===== config.mk =====
export PLATFORM = sky130hd
export DESIGN_NAME = cpu_sequencer
export DESIGN_NICKNAME = d
export VERILOG_FILES = /design/src/rtl/cpu_sequencer.sv
export SDC_FILE = /design/constraint.sdc
export NUM_CORES = 1
export LEC_CHECK = 0
export ABC_AREA = 1
export BUFFER_PORTS_ARGS = -buffer_cell sky130_fd_sc_hd__clkbuf_2
export CAP_MARGIN = 20
export CORE_MARGIN = 8
export CORE_UTILIZATION = 49
export DETAILED_ROUTE_END_ITERATION = 7
export PLACE_DENSITY = 0.77
export SLEW_MARGIN = 20
export SYNTH_ARGS = -nofsm -noshare
export SYNTH_HDL_FRONTEND = slang
export SYNTH_SLANG_ARGS = --single-unit

===== constraint.sdc =====
create_clock -name clk -period 1.9 [get_ports clk]
set_clock_uncertainty 0.15 [all_clocks]
set_input_delay 0.095 -clock clk [delete_from_list [all_inputs] [get_ports clk]]
set_output_delay 0.095 -clock clk [all_outputs]
set_load 0.005 [all_outputs]

===== src/rtl/cpu_sequencer.sv =====
// Multi-cycle fetch/decode/execute/memory/writeback sequencer for the gate-level CPU core.
// Strobes are decoded combinationally from state; a memory-wait watchdog latches a fault and halts.
//
// state     | meaning
// ----------+---------------------------------------------------------
// IDLE      | waiting for run, no strobes
// FETCH     | instruction read, ir_load when memory is ready
// DECODE    | one cycle; retires NOP/JMP/BRZ/HLT/illegal, else advances PC
// EXECUTE   | one ALU capture cycle
// MEMORY    | LD read or ST write, held until mem_ready
// WRITEBACK | register-file write, retires ALU and LD
// HALTED    | terminal until rst; halted=1 and no strobes
module cpu_sequencer #(
   parameter int WAIT_W     = 4,
   parameter int WAIT_LIMIT = 15
) (
   input  logic       clk,
   input  logic       rst,
   input  logic       run,
   input  logic [3:0] opcode,
   input  logic       zero,
   input  logic       mem_ready,
   output logic       mem_re,
   output logic       mem_we,
   output logic       ir_load,
   output logic       pc_inc,
   output logic       pc_load,
   output logic       alu_en,
   output logic       reg_we,
   output logic       instr_done,
   output logic       halted,
   output logic       fault,
   output logic [2:0] state
);

   typedef enum logic [2:0] {
      ST_IDLE      = 3'd0,
      ST_FETCH     = 3'd1,
      ST_DECODE    = 3'd2,
      ST_EXECUTE   = 3'd3,
      ST_MEMORY    = 3'd4,
      ST_WRITEBACK = 3'd5,
      ST_HALTED    = 3'd6
   } state_t;

   localparam logic [WAIT_W-1:0] WAIT_INIT = WAIT_W'(WAIT_LIMIT);

   state_t            st;
   logic [WAIT_W-1:0] wait_left;
   logic              fault_q;

   logic is_alu, is_ld, is_st, is_jmp, is_brz, is_hlt;
   logic mem_wait, timeout;
   state_t retire_next;

   assign is_alu = (opcode >= 4'h1) && (opcode <= 4'h7);
   assign is_ld  = (opcode == 4'h8);
   assign is_st  = (opcode == 4'h9);
   assign is_jmp = (opcode == 4'hA);
   assign is_brz = (opcode == 4'hB);
   assign is_hlt = (opcode == 4'hF);

   // Watchdog is a down-counter reloaded on every completed access; terminal count is zero.
   assign mem_wait    = (st == ST_FETCH) || ((st == ST_MEMORY) && (is_ld || is_st));
   assign timeout     = mem_wait && !mem_ready && (wait_left == '0);
   assign retire_next = run ? ST_FETCH : ST_IDLE;

   assign state  = st;
   assign fault  = fault_q;
   assign halted = (st == ST_HALTED);

   always_comb begin
      mem_re     = 1'b0;
      mem_we     = 1'b0;
      ir_load    = 1'b0;
      pc_inc     = 1'b0;
      pc_load    = 1'b0;
      alu_en     = 1'b0;
      reg_we     = 1'b0;
      instr_done = 1'b0;
      case (st)
         ST_FETCH: begin
            mem_re  = 1'b1;
            ir_load = mem_ready;
         end
         ST_DECODE: begin
            if (is_hlt) begin
               instr_done = 1'b1;
            end else if (is_jmp) begin
               pc_load    = 1'b1;
               instr_done = 1'b1;
            end else if (is_brz) begin
               pc_load    = zero;
               pc_inc     = ~zero;
               instr_done = 1'b1;
            end else begin
               pc_inc     = 1'b1;
               instr_done = !(is_alu || is_ld || is_st);
            end
         end
         ST_EXECUTE:   alu_en = 1'b1;
         ST_MEMORY: begin
            mem_re     = is_ld;
            mem_we     = is_st;
            instr_done = (is_st && mem_ready) || !(is_ld || is_st);
         end
         ST_WRITEBACK: begin
            reg_we     = 1'b1;
            instr_done = 1'b1;
         end
         default: ;
      endcase
   end

   always_ff @(posedge clk or posedge rst) begin
      if (rst) begin
         st        <= ST_IDLE;
         wait_left <= WAIT_INIT;
         fault_q   <= 1'b0;
      end else begin
         if (mem_wait) begin
            if (mem_ready)
               wait_left <= WAIT_INIT;
            else if (wait_left != '0)
               wait_left <= wait_left - 1'b1;
         end
         if (timeout) begin
            fault_q <= 1'b1;
            st      <= ST_HALTED;
         end else begin
            case (st)
               ST_IDLE:      if (run) st <= ST_FETCH;
               ST_FETCH:     if (mem_ready) st <= ST_DECODE;
               ST_DECODE: begin
                  if (is_hlt)
                     st <= ST_HALTED;
                  else if (is_alu || is_ld || is_st)
                     st <= ST_EXECUTE;
                  else
                     st <= retire_next;
               end
               ST_EXECUTE:   st <= (is_ld || is_st) ? ST_MEMORY : ST_WRITEBACK;
               ST_MEMORY: begin
                  if (is_ld) begin
                     if (mem_ready) st <= ST_WRITEBACK;
                  end else if (is_st) begin
                     if (mem_ready) st <= retire_next;
                  end else begin
                     st <= retire_next;
                  end
               end
               ST_WRITEBACK: st <= retire_next;
               ST_HALTED:    st <= ST_HALTED;
               default:      st <= ST_IDLE;
            endcase
         end
      end
   end

endmodule


## After elaboration in Yosys (flattened, before gate mapping)

Index checks and enable logic that the tools add are counted.

| storage, ports and cells | value |
|---|---|
| register bits | 8 |
| input bits | 9 |
| output and inout port bits | 13 |
| word-level logic and storage cells | 72 |

| cells by class | value |
|---|---|
| add/subtract/negate cells | 1 |
| magnitude comparators | 2 |
| eq/ne operators | 15 |
| mux-type cells | 31 |
| bitwise logic cells | 1 |
| reductions and logical operators | 19 |

Operators with widths:

| kind | count |
|---|---|
| $mux W3 | 8 |
| $pmux W3 S7 | 1 |
| $eq A4 B4 Y1 const B | 5 |
| $mux W1 | 17 |
| $eq A3 B3 Y1 const B | 3 |
| $mux W4 | 2 |
| $ne A4 B4 Y1 const B | 2 |
| $eq A3 B2 Y1 const B | 2 |
| $ne A3 B3 Y1 const B | 2 |
| $logic_and A1 B1 Y1 | 5 |
| $logic_or A1 B1 Y1 | 5 |
| $ge A4 B1 Y1 const B | 1 |
| $le A4 B3 Y1 const B | 1 |
| $logic_not A4 Y1 | 1 |
| $reduce_and A4 Y1 | 1 |
| $reduce_bool A4 Y1 | 1 |
| $sub A4 B1 Y4 const B | 1 |
| $eq A3 B1 Y1 const B | 1 |
| $logic_not A1 Y1 | 3 |
| $logic_not A3 Y1 | 1 |
| $pmux W1 S3 | 1 |
| $mux W2 | 1 |
| $pmux W1 S2 | 1 |
| $reduce_and A2 Y1 | 1 |
| 2 further kinds | 2 |

## Longest topological paths before layout

| logic depth | value |
|---|---|
| depth in word-level cells | 9 |
| depth in mapped cells | 10 |

## Worst setup path after synthesis

Ideal clock, no wire load.

| timing | value |
|---|---|
| path type | register to register |
| start point | register wait_left[0] |
| end point | register st[1], in the netlist state[1] |
| setup time | 113 ps |
| data arrival time | 1189 ps |
| data required time | 1637 ps |
| setup slack | 448 ps |
| cell stages (with the launch flop) | 9 |
| path buffers | 0 |
| period minus slack after synthesis | 1452 ps |
| path through | dfstp_2 inv_1 ha_1 nand4_1 inv_1 nand2_1 nand4_1 nand2_1 inv_1 |

| on the way | value |
|---|---|
| word-level cells in the longest chain between the ends | 4 |
| elaborated cells between the ends (all ways) | 8 |

Ends and longest elaborated chain:

| item | line | RTL |
|---|---|---|
| start, declared | 49 | `logic [WAIT_W-1:0] wait_left;` |
| start signal, assigned | 125 | `wait_left <= wait_left - 1'b1;` |
| $logic_not A4 Y1 * | 65 | `assign timeout = mem_wait && !mem_ready && (wait_left == '0);` |
| $logic_and A1 B1 Y1 * | 65 |  |
| $ne A4 B4 Y1 (no source line) / $ne A3 B3 Y1 (equally long branches) | - |  |
| $reduce_and A4 Y1 (no source line) | - |  |
| end signal, assigned | 140 | `st <= retire_next;` |
| end signal, assigned | 142 | `ST_EXECUTE: st <= (is_ld \|\| is_st) ? ST_MEMORY : ST_WRITEBACK;` |
| end signal, assigned | 147 | `if (mem_ready) st <= retire_next;` |
| end, declared | 48 | `state_t st;` |

Every way passes the cells marked *; elsewhere a longest branch is shown, timed or not.
A chain may end at the register's enable or synchronous reset.

## Worst setup path after layout

| timing | value |
|---|---|
| start point | input port mem_ready |
| end point | output port instr_done |

| on the way | value |
|---|---|
| word-level cells in the longest chain between the ends | 3 |

Ends and longest elaborated chain:

| item | line | RTL |
|---|---|---|
| start, declared | 22 | `input logic mem_ready,` |
| $logic_and A1 B1 Y1 | 105 | `instr_done = (is_st && mem_ready) \|\| !(is_ld \|\| is_st);` |
| $logic_or A1 B1 Y1 | 105 |  |
| $pmux W1 S3 | 81 | `case (st)` |
| end, declared | 30 | `output logic instr_done,` |

Every way passes these cells.

==> summary.md <==
| Metric | Value |
|---|---|
| Outcome | `finished, final reports clean` |
| Clock buffer depth | `2` |
| Slowest stage delay, CP | `0.53 ns` |
| Register area share after synthesis | `29.5%` |
| Largest net degree at the start of global routing | `9` |
| Iteration-0 DRC count of the detailed router | `13` |
| Via density | `4.96` |
| Most frequent cells in the layout | `nand2_1, clkbuf_2, inv_1, nor2_1, nand3_1` |
| # diodes | `0` |
| Tot GR Track Use | `12.5%` |
| DR WL/cell | `10.9 um` |
| Avg Inst Size Synth | `6.37 sq um` |
| Port buffer count | `21` |
| Met1 WL | `673 um` |
| Die area | `2880 sq um` |
| Synth Instances | `109` |
| Setup TNS | `0 ns` |
| Comb power frac | `56.7%` |
| Most used cell, CP | `clkbuf_2` |
| Sw Share | `46.1%` |
| Final core occ | `65.6%` |
| Max Clk Rate | `0.613 GHz` |
| Metal3 WL | `123 um` |
| Final hold slack | `0.148 ns` |
| H-tree levels | `1` |
| Die span in x | `53.6 um` |
| Post-CTS setup buffer count | `0` |
| Met2 routed WL | `840 um` |
| Vias in the first global route | `643` |
| # nets final | `148` |
| Dpl ws | `0.376 ns` |
| Worst Tran Pin Value | `0.313 ns` |
| CP delay by family, top | `buffers and inverters` |
| Tmin final | `1.63 ns` |
| CP bufs+invs | `4` |
| Critical Path AT | `1.39 ns` |
| DRT antenna net count | `0` |
| Antenna violations before repair | `0` |
| Max Cap Viol | `0` |
| Std cell rows | `13` |
| CTS tree | `done` |
| Slew margin rel. | `79.1%` |
| Sink Count | `8` |
| WS Path Type | `input port to output pin` |
| Net Sw Power | `0.000492 W` |
| Skew-Pair Late Insertion Delay | `0.25 ns` |
| Pwr per Cell Area | `1230 nW/um^2` |
| CP max stage cell | `dlygate4sd3_1` |
| HP Class | `input port to register` |
| Final GP Congestion | `0.853` |
| Syn Std Cell Area | `694 sq um` |
| CP required | `1.65 ns` |
| Crit-path max FO | `6` |
| Clk slew on worst S/H paths | `0.06 ns` |
| Worst setup SP type | `input port` |
| Worst path cell trace | `dlygate4sd3_1, clkbuf_2, inv_1, nand3_1, a21oi_1, o21ai_0, clkbuf_2` |
| Ys Warns | `0` |
| Initial Util | `52.7%` |
| Post-route cell area | `865 sq um` |
| Worst VDD drop | `0.806 mV` |
| Share of cells above drive strength 1 | `32.4%` |
| DP Area | `818 sq um` |
| Setup ws final | `0.269 ns` |
| TritonCTS buffer count | `3` |
| Residual DRC count | `0` |
| # fillers | `125` |
| Max Used Layer | `met4` |
| Clock root buffer | `clkbuf_4` |
| Area grow syn2layout | `24.5%` |
| Vias | `749` |
| Synth Register Bits | `8` |
| IO Pins | `22` |
| Final hold vios | `0` |
| Syn Nets | `120` |
| Worst setup EP type | `output pin` |
| Clk pwr share | `13.5%` |
| Post-synthesis cell type count | `23` |
| Final Max Slew Viols | `0` |
| Commonest non-fill, non-tap cell in the layout | `nand2_1` |
| Die Y-Extent | `53.6 um` |
| GRT overflow | `0` |
| DPL Wire Length | `1.43 mm` |
| 1st-pass router iterations | `4` |
| Setup violators final | `0` |
| Leakage | `0.493 nW` |
| Routed WL | `1.65 mm` |
| Fin crit share | `85.9%` |
| First-pass GRT wire length | `2.71 mm` |
| Post-CTS resize count | `0` |
| RSZ-0062 raised after global routing | `no` |
| Internal Dissipation | `0.000575 W` |
| Placeable Area | `1320 sq um` |
| Sequential power share | `29.7%` |
cell usage after synthesis (all sizes together):
master  instances  area, sq um
o211ai          1         7.51
o21ai           8         43.8
nand3          15         92.6
nor3            1         5.00
nand3b          1         7.51
dfrtp           4          100
nand2          28          118
nor4            1         6.26
ha              2         25.0
dfstp           4          105
inv            21         81.3
nor2           17         68.8
nand4           2         12.5
and2            1         6.26
a21oi           3         15.0
logic make-up (layout without fill, tap and decap cells):
kind of cell	count (synthesis)	in the layout	share of synthesized area [%]
compound gates	12	12	9.55
flops	8	8	29.6
buf+inv	21	48	11.7
fa+ha+maj	2	2	3.60
simple gates	66	66	45.6
per-layer routing:
| metal | GRT usage (%) | vias to the layer above |
|---|---|---|
| met5 | 0 | - |
| met4 | 5.04 | 0 |
| met3 | 3.31 | 2 |
| met2 | 22.3 | 18 |
| met1 | 13.7 | 326 |
| li1 | - | 403 |
registers in the layout, summed over array words and instances (netlist names):
register	flops
wait_left	4
fault	1
state	3
through the flow:
stage / std cells / total power (W)
final: 151 / 0.00107
after floorplan: 109 / 0.000757
after global routing: 151 / 0.00119
after CTS: 151 / 0.00109
after global placement: 145 / 0.000911
after detailed placement: 145 / 0.000933
power groups by stage:
stage | clock network, W | logic (W) | registers (W)
4_1_cts | 0.000152 | 0.000617 | 0.000317
3_3_place_gp | 0 | 0.000594 | 0.000317
2_1_floorplan | 0 | 0.000442 | 0.000315
3_5_place_dp | 0 | 0.000613 | 0.000320
5_1_grt | 0.000160 | 0.000705 | 0.000325
6_report | 0.000144 | 0.000605 | 0.000317
cell type report:
cell class,count,area (sq um),area share [%]
timing repair buffer,23,125,14.5
sequential,8,205,23.7
tap,15,18.8,2.17
multi-input combinational,80,408,47.2
clock buffer,4,26.3,3.04
inverter,21,81.3,9.41
worst min-delay path: cells and delay by family:
kind	cells	cell delay [ns]
and+or+nand+nor	5	0.30
buffers and inverters	2	0.13
path summary, 6_finish.rpt:
kind                                                from                       end  slack [ns]  cells past startpoint
max in group asynchronous                            rst  wait_left[1]$_DFFE_PP1P_        1.15                      3
worst max-delay path                           mem_ready                instr_done        0.27                      7
min in group asynchronous                            rst         fault$_DFFE_PP0P_        0.16                      3
worst min register to register         fault$_DFFE_PP0P_         fault$_DFFE_PP0P_        0.33                      2
worst max register to register  wait_left[0]$_DFFE_PP1P_      state[1]$_DFFE_PP0P_        0.38                      8
worst min-delay path                                 run      state[0]$_DFFE_PP0P_        0.15                      7
what timing repair did:
action | 4_1_cts | 5_1_grt
hold endpoints to repair | 11 | 0
hold buffers | 2 | 0
setup endpoints to repair | 0 | 0
Note: power is estimated with default switching activity, not from simulation.
